==> config.mk <==
export PLATFORM = sky130hd
export DESIGN_NAME = axi_segment_decoder
export DESIGN_NICKNAME = d
export VERILOG_FILES = /design/src/rtl/axi_segment_decoder.sv
export SDC_FILE = /design/constraint.sdc
export NUM_CORES = 1
export LEC_CHECK = 0
export ABC_AREA = 1
export ABC_CLOCK_PERIOD_IN_PS = 1650
export CAP_MARGIN = 20
export CORE_UTILIZATION = 38
export CTS_CLUSTER_DIAMETER = 60
export DETAILED_ROUTE_END_ITERATION = 8
export PLACE_DENSITY = 0.82
export SLEW_MARGIN = 30
export SYNTH_ARGS = -nofsm -noshare
export SYNTH_HDL_FRONTEND = slang
export SYNTH_HIERARCHICAL = 1
export SYNTH_SLANG_ARGS = --single-unit
==> constraint.sdc <==
create_clock -name ACLK -period 1.65 [get_ports ACLK]
set_clock_uncertainty 0.1 [all_clocks]
set_input_delay 0.33 -clock ACLK [delete_from_list [all_inputs] [get_ports ACLK]]
set_output_delay 0.33 -clock ACLK [all_outputs]
set_load 0.01 [all_outputs]
==> src/rtl/axi_segment_decoder.sv <==
// axi_segment_decoder: registered base/mask address decoder for one bus segment.
// The granted master's address is decoded into a one-hot chip select, which is
// held for the whole transfer. An unmapped address, or more than one grant bit
// set, is routed to a built-in default-slave error responder instead.
// Optional feature macro: SEG_DECODE_ERR_CAPTURE_EN adds the ERR_ADDR capture port.

// One region comparator; one instance is built per slave.
module seg_region_match #(
  parameter logic [31:0] BASE = 32'h0,
  parameter logic [31:0] MASK = 32'h0
) (
  input  logic [31:0] addr,
  output logic        hit
);
  assign hit = ((addr & MASK) == (BASE & MASK));
endmodule

module axi_segment_decoder #(
  parameter int                     MASTERS   = 2,
  parameter int                     SLAVES    = 3,
  parameter logic [SLAVES*32-1:0]   BASE      = {32'h7000_0000, 32'h6060_0000, 32'h6000_0000},
  parameter logic [SLAVES*32-1:0]   MASK      = {3{32'hFFFF_0000}},
  parameter int                     ERR_CNT_W = 8
) (
  input  logic                 ACLK,
  input  logic                 ARESETn,
  input  logic [MASTERS-1:0]   BUS_GRANTS,
  input  logic [31:0]          ADDR [MASTERS],
  input  logic                 ADDR_VALID,
  input  logic                 XFER_DONE,
  output logic [SLAVES-1:0]    CHIP_SELECTS,
  output logic                 SELECT_ERROR,
  output logic                 ERR_VALID,
  input  logic                 ERR_READY,
  output logic                 BUSY,
  output logic [ERR_CNT_W-1:0] ERR_COUNT
`ifdef SEG_DECODE_ERR_CAPTURE_EN
  ,
  output logic [31:0]          ERR_ADDR
`endif
);

  typedef enum logic [1:0] {IDLE, SEL, ERR} state_t;

  state_t              state_q, state_d;
  logic [31:0]         addr_mux;
  logic [SLAVES-1:0]   match;
  logic [SLAVES-1:0]   sel_oh;
  logic                any_hit;
  logic                multi_grant;
  logic                accept;
  logic                is_err;
  logic [SLAVES-1:0]   cs_q;
  logic                err_q;
  logic [ERR_CNT_W-1:0] cnt_q;

  // Address mux: OR of grant-gated addresses, so a zero grant yields 0.
  always_comb begin
    addr_mux = 32'h0;
    for (int m = 0; m < MASTERS; m++)
      if (BUS_GRANTS[m]) addr_mux = addr_mux | ADDR[m];
  end

  genvar gi;
  generate
    for (gi = 0; gi < SLAVES; gi++) begin : g_region
      seg_region_match #(
        .BASE (BASE[32*gi +: 32]),
        .MASK (MASK[32*gi +: 32])
      ) u_match (
        .addr (addr_mux),
        .hit  (match[gi])
      );
    end
  endgenerate

  // Overlapping regions resolve to the lowest index.
  always_comb begin
    sel_oh  = '0;
    any_hit = 1'b0;
    for (int i = 0; i < SLAVES; i++)
      if (match[i] && !any_hit) begin
        sel_oh[i] = 1'b1;
        any_hit   = 1'b1;
      end
  end

  assign multi_grant = (BUS_GRANTS & (BUS_GRANTS - 1'b1)) != '0;
  assign accept      = (state_q == IDLE) && ADDR_VALID && (BUS_GRANTS != '0);
  assign is_err      = multi_grant || !any_hit;

  // State register.
  always_ff @(posedge ACLK or negedge ARESETn) begin
    if (!ARESETn) state_q <= IDLE;
    else          state_q <= state_d;
  end

  // Next-state: selection stays locked in SEL until XFER_DONE.
  always_comb begin
    state_d = state_q;
    case (state_q)
      IDLE:    if (accept) state_d = is_err ? ERR : SEL;
      SEL:     if (XFER_DONE) state_d = IDLE;
      ERR:     if (ERR_READY) state_d = IDLE;
      default: state_d = IDLE;
    endcase
  end

  // Registered chip select and error-response flag.
  always_ff @(posedge ACLK or negedge ARESETn) begin
    if (!ARESETn) begin
      cs_q  <= '0;
      err_q <= 1'b0;
    end else begin
      case (state_q)
        IDLE: if (accept) begin
          cs_q  <= is_err ? '0 : sel_oh;
          err_q <= is_err;
        end
        SEL:  if (XFER_DONE) cs_q <= '0;
        ERR:  if (ERR_READY) err_q <= 1'b0;
        default: begin
          cs_q  <= '0;
          err_q <= 1'b0;
        end
      endcase
    end
  end

  // Saturating decode-error counter.
  always_ff @(posedge ACLK or negedge ARESETn) begin
    if (!ARESETn)                                cnt_q <= '0;
    else if (accept && is_err && (cnt_q != '1))  cnt_q <= cnt_q + 1'b1;
  end

`ifdef SEG_DECODE_ERR_CAPTURE_EN
  logic [31:0] err_addr_q;

  // Capture the offending address on each entry into ERR.
  always_ff @(posedge ACLK or negedge ARESETn) begin
    if (!ARESETn)              err_addr_q <= 32'h0;
    else if (accept && is_err) err_addr_q <= addr_mux;
  end

  assign ERR_ADDR = err_addr_q;
`endif

  assign CHIP_SELECTS = cs_q;
  assign SELECT_ERROR = err_q;
  assign ERR_VALID    = err_q;
  assign BUSY         = (state_q != IDLE);
  assign ERR_COUNT    = cnt_q;

endmodule

**Word level (Yosys, flattened, before mapping)**

Index checks and enable logic that the tools add are counted.

- Bits in registers: 14
- Bits of input ports: 71
- Output and inout bits: 14
- Word-level logic and storage cells: 55

- $add $sub $neg: 2
- Eq/ne operators: 9
- Muxes and demuxes: 19
- Bitwise logic cells: 4
- Reductions and logical operators: 17

Operators by type and width:

| operator | count |
|---|---|
| two-way mux 32 bit | 2 |
| equality test 16 x 15 -> 1 bit (second input constant) | 3 |
| bitwise OR 32 bit | 1 |
| two-way mux 3 bit | 3 |
| one-hot mux 3 bit (3 select lines) | 1 |
| AND reduction 3 bit | 3 |
| adder 8 x 1 -> 8 bit (second input constant) | 1 |
| two-way mux 2 bit | 4 |
| inequality test 8 bit (second input constant) | 1 |
| two-way mux 1 bit | 7 |
| logical AND 1 bit | 6 |
| inequality test 2 bit (second input constant) | 3 |
| one-hot mux 2 bit (3 select lines) | 1 |
| nonzero test 2 bit | 3 |
| logical NOT 1 bit | 3 |
| one-hot mux 1 bit (3 select lines) | 1 |
| bitwise AND 2 bit | 1 |
| equality test 2 x 1 -> 1 bit (second input constant) | 1 |
| equality test 2 bit (second input constant) | 1 |
| logical NOT 2 bit | 1 |
| inverter 1 bit | 2 |
| subtractor 2 x 1 -> 2 bit (second input constant) | 1 |
| logical OR 1 bit | 1 |

**Depth between registers and ports, before layout**

Gate-level depths: netlist of the first run.

- Word-level depth: 16
- Depth in mapped cells: 15
- Mapped depth without buffers: 13

**Cells and area by module**

The synthesis of the first run kept the hierarchy.

By module, submodules not included:

| module | times used | cells each | area an instance (sq um) | seq. area each (sq um) |
|---|---|---|---|---|
| axi_segment_decoder | 1 | 155 | 1,146.1 | 350.3 |
| seg_region_match (g_region[0].u_match) | 1 | 29 | 108.9 | 0.0 |
| seg_region_match (g_region[2].u_match) | 1 | 28 | 105.1 | 0.0 |
| seg_region_match (g_region[1].u_match) | 1 | 27 | 101.3 | 0.0 |

**Worst setup path after synthesis of the first run**

OpenSTA, ideal clock, no wires.

- Path kind: input port to flip-flop
- From: input port BUS_GRANTS[0]
- To: register cnt_q[0], in the netlist ERR_COUNT[0]
- Setup time: 0.065 ns
- Arrival time: 1.851 ns
- Data required time: 1.485 ns
- Slack: -0.366 ns
- Stages on the path: 14
- Buffers on the path: 2
- Cell sequence: buf_4 -> clkbuf_1 -> a22o_1 -> inv_1 -> nand2_1 -> nor2_1 -> nand2_1 -> nor2_1 -> inv_1 -> nand3_1 -> nand2_1 -> nand3_1 -> nand2_1 -> nand2_1

- Word-level cells in the longest chain between the ends: 15
- Elaborated cells on any way between the ends: 22
- Those cells by class: add/sub: 1; eq/ne: 3; mux: 5; bitwise: 2; reduce/logical: 11

RTL lines:

| item | line | text |
|---|---|---|
| start, declared | 27 | `input logic [MASTERS-1:0] BUS_GRANTS,` |
| two-way mux 32 bit * | 61 | `if (BUS_GRANTS[m]) addr_mux = addr_mux \| ADDR[m];` |
| bitwise OR 32 bit | 61 |  |
| two-way mux 32 bit * | 61 |  |
| via addr_mux[28] | 46 | `logic [31:0] addr_mux;` |
| equality test 16 x 15 -> 1 bit * | 15 | `assign hit = ((addr & MASK) == (BASE & MASK));` |
| via match[0] | 47 | `logic [SLAVES-1:0] match;` |
| two-way mux 1 bit * | 82 | `if (match[i] && !any_hit) begin` |
| logical NOT 1 bit | 82 |  |
| logical AND 1 bit | 82 |  |
| two-way mux 1 bit * | 82 |  |
| logical NOT 1 bit | 82 |  |
| logical AND 1 bit | 82 |  |
| two-way mux 1 bit * | 82 |  |
| logical NOT 1 bit * | 90 | `assign is_err = multi_grant \|\| !any_hit;` |
| logical OR 1 bit * | 90 |  |
| logical AND 1 bit * (2 in series) | 133 | `else if (accept && is_err && (cnt_q != '1)) cnt_q <= cnt_q + 1'b1;` |
| end signal, assigned | 133 |  |
| end, declared | 55 | `logic [ERR_CNT_W-1:0] cnt_q;` |

The timed path passes the listed nets; every way through them passes the cells marked *.
A chain may end at the register's enable or synchronous reset.

**Final worst setup path of the first run**

- From: input port ADDR[53] (netlist name)
- To: register cs_q[2], in the netlist CHIP_SELECTS[2]

- Elaborated cells on any way between the ends: 19
- Those cells by class: eq/ne: 3; mux: 9; bitwise: 1; reduce/logical: 6

RTL lines:

| item | line | text |
|---|---|---|
| start, declared | 28 | `input logic [31:0] ADDR [MASTERS],` |
| two-way mux 32 bit * | 61 |  |
| bitwise OR 32 bit | 61 |  |
| two-way mux 32 bit * | 61 |  |
| via addr_mux[21] | 46 |  |
| equality test 16 x 15 -> 1 bit * | 15 |  |
| via match[2] | 47 |  |
| logical AND 1 bit * | 82 |  |
| two-way mux 1 bit | 82 |  |
| logical NOT 1 bit | 90 |  |
| logical OR 1 bit | 90 |  |
| two-way mux 3 bit * | 117 | `cs_q <= is_err ? '0 : sel_oh;` |
| two-way mux 3 bit * | 116 | `IDLE: if (accept) begin` |
| one-hot mux 3 bit (3 select lines) * | 115 | `case (state_q)` |
| end signal, assigned | 117 |  |
| end, declared | 53 | `logic [SLAVES-1:0] cs_q;` |

The timed path passes the listed nets; every way through them passes the cells marked *. The select of a mux whose other input is x is not followed.

==> reports/summary.txt, run 1 <==
Status: finished, violations left
Violated checks: negative setup slack
Final Util: 74.9%
Largest net degree at the start of global routing: 15
Worst setup path endpoint: CHIP_SELECTS[2]
Final setup violation count: 13
First-pass GRT wire length: 6.04 mm
Number of H-tree levels: 1
Fin. max-slew vios: 0
Clk sinks: 14
Total Negative Setup Slacks: -411 ps
VDD IR max: 0.540 mV
Average size of a mapped cell: 5.94 sq um
Chip width: 60.8 um
Measured slew at the worst slew-check pin: 282 ps
Post-DR wirelength/cell: 12.9 um
Via/cell ratio: 4.94
Buf+Inv Stages, Crit Path: 3
Max-cap violations: 0
Core area: 3150 sq um
Final hold slack: 242 ps
HP Class: input pin to asynchronous set/reset pin
GPL Wtd Cong: 0.757
Area after DPL: 1940 sq um
Critical Path RT: 1790 ps
Fin nets: 372
# port buffers: 52
Gr usage total: 21.8%
Critical path startpoint: ADDR[53]
Synth warnings: 6
CP cell instances: dlygate4sd2_1, a22o_4, inv_1, nand2_1, nor2_1, nand2_1, nor2_2, inv_2, nand3_4, nand3_1, nor2_2, nand2_1, nand2_1
DRT iter0 DRCs: 122
RSZ-0062 raised after global routing: true
CP Capture Type: flop
Fin area: 2360 sq um
Slowest cell delay on critical path: 270 ps
Type of the worst setup path: input pin to flop
CTS Buf Count: 3
Crit. path cell count: 13
CP startpoint kind: input pin
Crit path max fanout: 3
RR Endpoint: ERR_COUNT[3]
Die H: 60.8 um
I/O pins: 85
Reg2reg start: ERR_COUNT[0]
Clk pin slew, worst setup/hold paths: 90 ps
N_diodes: 0
Vias: 1696
Static leakage power: 1.43 nW
CP top delay family: simple AND/OR/NAND/NOR gates
Layout Area Growth over Synthesis: 80.0%
Pre-antenna DRT Iters: 4
Synth Net Count: 293
Slowest CP cell: a22o_4
Final setup margin: -80.3 ps
Post-Syn Instances: 221
Std cell rows: 20
Clock tree from TritonCTS: done
WP data arrival: 1870 ps
DIE AREA: 3690 sq um
Tmin final: 1730 ps
Antenna violations before repair: 0
Worst-Skew Late Latency: 300 ps
Cell area after synthesis: 1310 sq um
Rel. slew slack: 81.2%
Hpwl dp: 2.48 mm
Post-route DRC: 0
Final Hold Vio Count: 0
Grt total ovfl: 0
Final wirelength: 4.41 mm
Final ANT Viol Nets: 0
Fin crit share: 105%
Register-to-Register Setup Slack: -20 ps
Max Fclk: 578 MHz
Starting Density: 41.6%
Clock buffer depth: 2
Register-to-Register Path Depth: 9
Pwr per Cell Area: 620 nW/um^2
Clk root buf: clkbuf_4
Layout cell share with drive strength beyond 1: 25.4%
Vias in the first global route: 1450
Most common cell on crit path: nand2_1
[flip-flops by register name (all words and copies together) (netlist names)]
register      flops
ERR_COUNT         8
state_q           2
CHIP_SELECTS      3
ERR_VALID         1
[through the flow]
stage	std cells	total power [W]	setup WS [ps]
floorplan	221	0.000779	-200
global placement	318	0.00105	-665
detailed placement	318	0.00106	-717
CTS	342	0.00139	3.18
global route	343	0.00155	-177
finish	343	0.00146	-80.3
[cells in the final DEF, fill, tap and decap left out, drive strengths merged]
| cell type | instances |
|---|---|
| clkdlybuf4s50 | 6 |
| xor2 | 2 |
| nand2 | 82 |
| o21ai | 5 |
| nand3 | 9 |
| nand4 | 3 |
| clkdlybuf4s15 | 2 |
| dfrtp | 14 |
| a22o | 16 |
| buf | 30 |
| ha | 1 |
| dlymetal6s2s | 9 |
| dlygate4sd2 | 33 |
| xnor2 | 1 |
| clkbuf | 5 |
| nor2 | 25 |
| inv | 53 |
| nand3b | 3 |
[worst min path at each step]
stage               startpoint         endpoint  cells after the start
3_5_place_dp   CHIP_SELECTS[0]  CHIP_SELECTS[0]                      2
6_report               ARESETn     ERR_COUNT[5]                      2
4_1_cts                ARESETn  CHIP_SELECTS[1]                      2
5_1_grt                ARESETn     ERR_COUNT[5]                      2
2_1_floorplan          ARESETn  CHIP_SELECTS[0]                      0
3_3_place_gp   CHIP_SELECTS[2]  CHIP_SELECTS[2]                      2
[cell type report]
class,count,area (sq um)
clock buffers,4,36.3
fillers,225,791
repair buffers,81,833
multi-input cells,147,888
flip-flops and latches,14,350
inverters,53,199
well taps,44,55.1
[report_power, final]
part           internal, W  switching (W)  leakage, nW
Combinational     0.000393       0.000369         1.22
Sequential        0.000401      0.0000433        0.187
Clock             0.000135       0.000124       0.0210
Total             0.000928       0.000536         1.43
[timing repair]
item	CTS	global route
hold buffers	0	0
resized for setup	55	44
setup buffers	17	0
cloned	3	1
pin swaps	44	37
setup endpoints to repair	24	23
[routing by layer]
metal | routed length [um] | track usage (%) | vias up
met5 | 0 | 0 | -
met4 | 21 | 3.90 | 0
met3 | 293 | 4.48 | 3
met2 | 2280 | 39.1 | 74
met1 | 1820 | 27.2 | 796
li1 | - | - | 823
Power figures use the tool's default switching activity.
==> run 2: changes to the inputs <==
- CORE_ASPECT_RATIO: unset -> 1.4
==> run 2 against run 1 <==
  * The flow still finishes with violations (negative setup slack)
  * First-iteration DRC count down 82%
  * Non-clock buffer count down 2
  * Sequential share of layout area up 0.21 points
  * Global-route usage down 2.1 points
  * Worst hold slack improved by 52 ps
  * Via count down 3.9%
  * Critical endpoint is now ERR_COUNT[4]
  * Largest cell class unchanged
==> reports/summary.txt, run 2 (synthesis results as in run 1) <==
Final ANT Viol Nets: 0 (unchanged)
CP Capture Type: flop
# hold bufs at CTS: 0 (unchanged)
Number of H-tree levels: 1 (unchanged)
Pwr per Cell Area: 622 nW/um^2 (+0.37%)
Seq pwr share: 31.3% (+1.0 points)
Clock tree from TritonCTS: done
Crit path max fanout: 8 (+5)
Most frequent cells in the layout: nand2_1 (74), inv_1 (42), dlygate4sd2_1 (24)
Fin. max-slew vios: 0 (unchanged)
Critical Path RT: 1690 ps (-100 ps)
Post-DR wirelength/cell: 11.8 um (-8.6%)
Vias: 1630 (-3.9%)
Register-to-Register Path Depth: 8 (-1)
Max Fclk: 563 MHz (-2.7%)
RSZ-0062 raised after global routing: true
CP startpoint kind: input pin
N_diodes: 0 (unchanged)
Clock power frac: 19.4% (+1.7 points)
Grt total ovfl: 0 (unchanged)
Chip width: 51.7 um (-15%)
CTS Buf Count: 3 (unchanged)
Final Hold Vio Count: 0 (unchanged)
Layout Area Growth over Synthesis: 78.1%
Switching Power: 0.000505 W (-5.8%)
# port buffers: 52 (unchanged)
VDD IR max: 0.465 mV (-14%)
Int Pwr: 0.000950 W (+2.3%)
Switching share of power: 34.7% (-1.9 points)
Die H: 71.5 um (+18%)
Measured slew at the worst slew-check pin: 262 ps (-20.0 ps)
Max-cap violations: 0 (unchanged)
Final Util: 72.7% (-2.2 points)
Clk root buf: clkbuf_8
Gr usage total: 19.7% (-2.1 points)
Via/cell ratio: 4.87 (-1.6%)
Clock buffer depth: 2 (unchanged)
Rel. slew slack: 82.5% (+1.3 points)
First-pass GRT wire length: 5.56 mm (-7.9%)
Fin crit share: 108% (+2.9 points)
Clk sinks: 14 (unchanged)
Starting Density: 40.8% (-0.78 points)
Final setup margin: -128 ps (-47.5 ps)
GPL Wtd Cong: 0.798 (+5.4%)
Violated checks: negative setup slack
Most common cell after layout, fill and taps aside: nand2_1
Largest register FFs: 8 (unchanged)
Tmin final: 1780 ps (+47.5 ps)
WP data arrival: 1820 ps (-50 ps)
Post-route DRC: 0 (unchanged)
Layout cell share with drive strength beyond 1: 27.0% (+1.6 points)
Status: finished, violations left
Final hold slack: 294 ps (+51.8 ps)
Combinational share of power: 49.3% (-2.7 points)
Type of the worst setup path: input pin to flop
Hpwl dp: 2.61 mm (+4.9%)
I/O pins: 85 (unchanged)
HP Class: input pin to asynchronous set/reset pin
Core area: 3210 sq um (+1.9%)
DIE AREA: 3700 sq um (about the same)
Final wirelength: 3.94 mm (-11%)
Clk pin slew, worst setup/hold paths: 60 ps (-30 ps)
Worst-Skew Late Latency: 250 ps (-50 ps)
Pre-antenna DRT Iters: 4 (unchanged)
Critical path startpoint: ADDR[55]
DRT iter0 DRCs: 22 (-82%)
Largest net degree at the start of global routing: 15 (unchanged)
Total power: 0.00145 W (-0.69%)
Antenna violations before repair: 0 (unchanged)
Std cell rows: 24 (+20%)
Fin nets: 370 (-0.54%)
Vias in the first global route: 1484 (+2.3%)
Static leakage power: 1.32 nW (-7.8%)
Final setup violation count: 13 (unchanged)
Reg2reg start: ERR_COUNT[0]
[run 2: cell count changes in the layout (fill, tap and decap cells not counted), moves of 3 or more]
| cell | previous run | this run |
|---|---|---|
| nor2_2 | 6 | 9 |
| nor2_1 | 16 | 12 |
| clkbuf_4 | 3 | 0 |
| dlymetal6s2s_1 | 9 | 6 |
| clkdlybuf4s50_1 | 6 | 15 |
| dlygate4sd2_1 | 33 | 24 |
[run 2: power groups by stage]
| stage | clock, W | sequential (W) | combinational (W) |
|---|---|---|---|
| detailed placement | 0 | 0.000487 | 0.000577 |
| floorplan | 0 | 0.000499 | 0.000280 |
| global placement | 0 | 0.000485 | 0.000563 |
| CTS | 0.000281 | 0.000454 | 0.000653 |
| finish | 0.000282 | 0.000456 | 0.000717 |
| global route | 0.000291 | 0.000461 | 0.000781 |
[run 2: per-layer routing]
metal | track usage, % | part of all wire [%]
met1 | 18.0 | 36
met2 | 41.1 | 58
met3 | 2.76 | 4.0
met4 | 6.91 | 2.9
met5 | 0 | 0
[run 2: stage by stage]
| stage | worst slack (ps) | TNS [ps] | cells | area (sq um) |
|---|---|---|---|---|
| 2_1_floorplan | -200 | -1920 | 221 | 1360 |
| 3_5_place_dp | -744 | -9390 | 315 | 1950 |
| 6_report | -128 | -1180 | 335 | 2340 |
| 5_1_grt | -208 | -2270 | 335 | 2340 |
| 3_3_place_gp | -690 | -8930 | 315 | 1950 |
| 4_1_cts | -178 | -1590 | 332 | 2110 |
[run 2: repair_timing]
item,4_1_cts,5_1_grt
endpoints found under the setup margin,21,16
gates resized for setup,49,61
buffers inserted,15,3
pin swaps,43,57
gates cloned,1,1
[run 2: worst max-delay path: stages]
cell and delay (ps):
dlygate4sd2_1 240, a22o_4 270, inv_2 40, nand2_1 40
nor2_1 120, nand2_1 80, nor2_2 150, inv_2 70
nand3_4 120, nand2_4 80, nand2_4 80, nor2_4 60
nand2_1 80, nand2_1 50
[run 2: worst paths after layout]
kind | to | slack, ps
min in group ACLK | CHIP_SELECTS[2] | 400
hold / removal | ERR_COUNT[4] | 290
setup reg to reg | ERR_COUNT[0] | 100
hold reg to reg | CHIP_SELECTS[2] | 400
max in group asynchronous | ERR_COUNT[0] | 980
setup / recovery | ERR_COUNT[4] | -130
[run 2: area by class of cell]
type / instances / area, sq um
fill: 243 / 876
inverter: 53 / 199
clock buffer: 3 / 41.3
multi-input combinational: 147 / 905
timing repair buffer: 79 / 792
sequential: 14 / 352
tap: 39 / 48.8
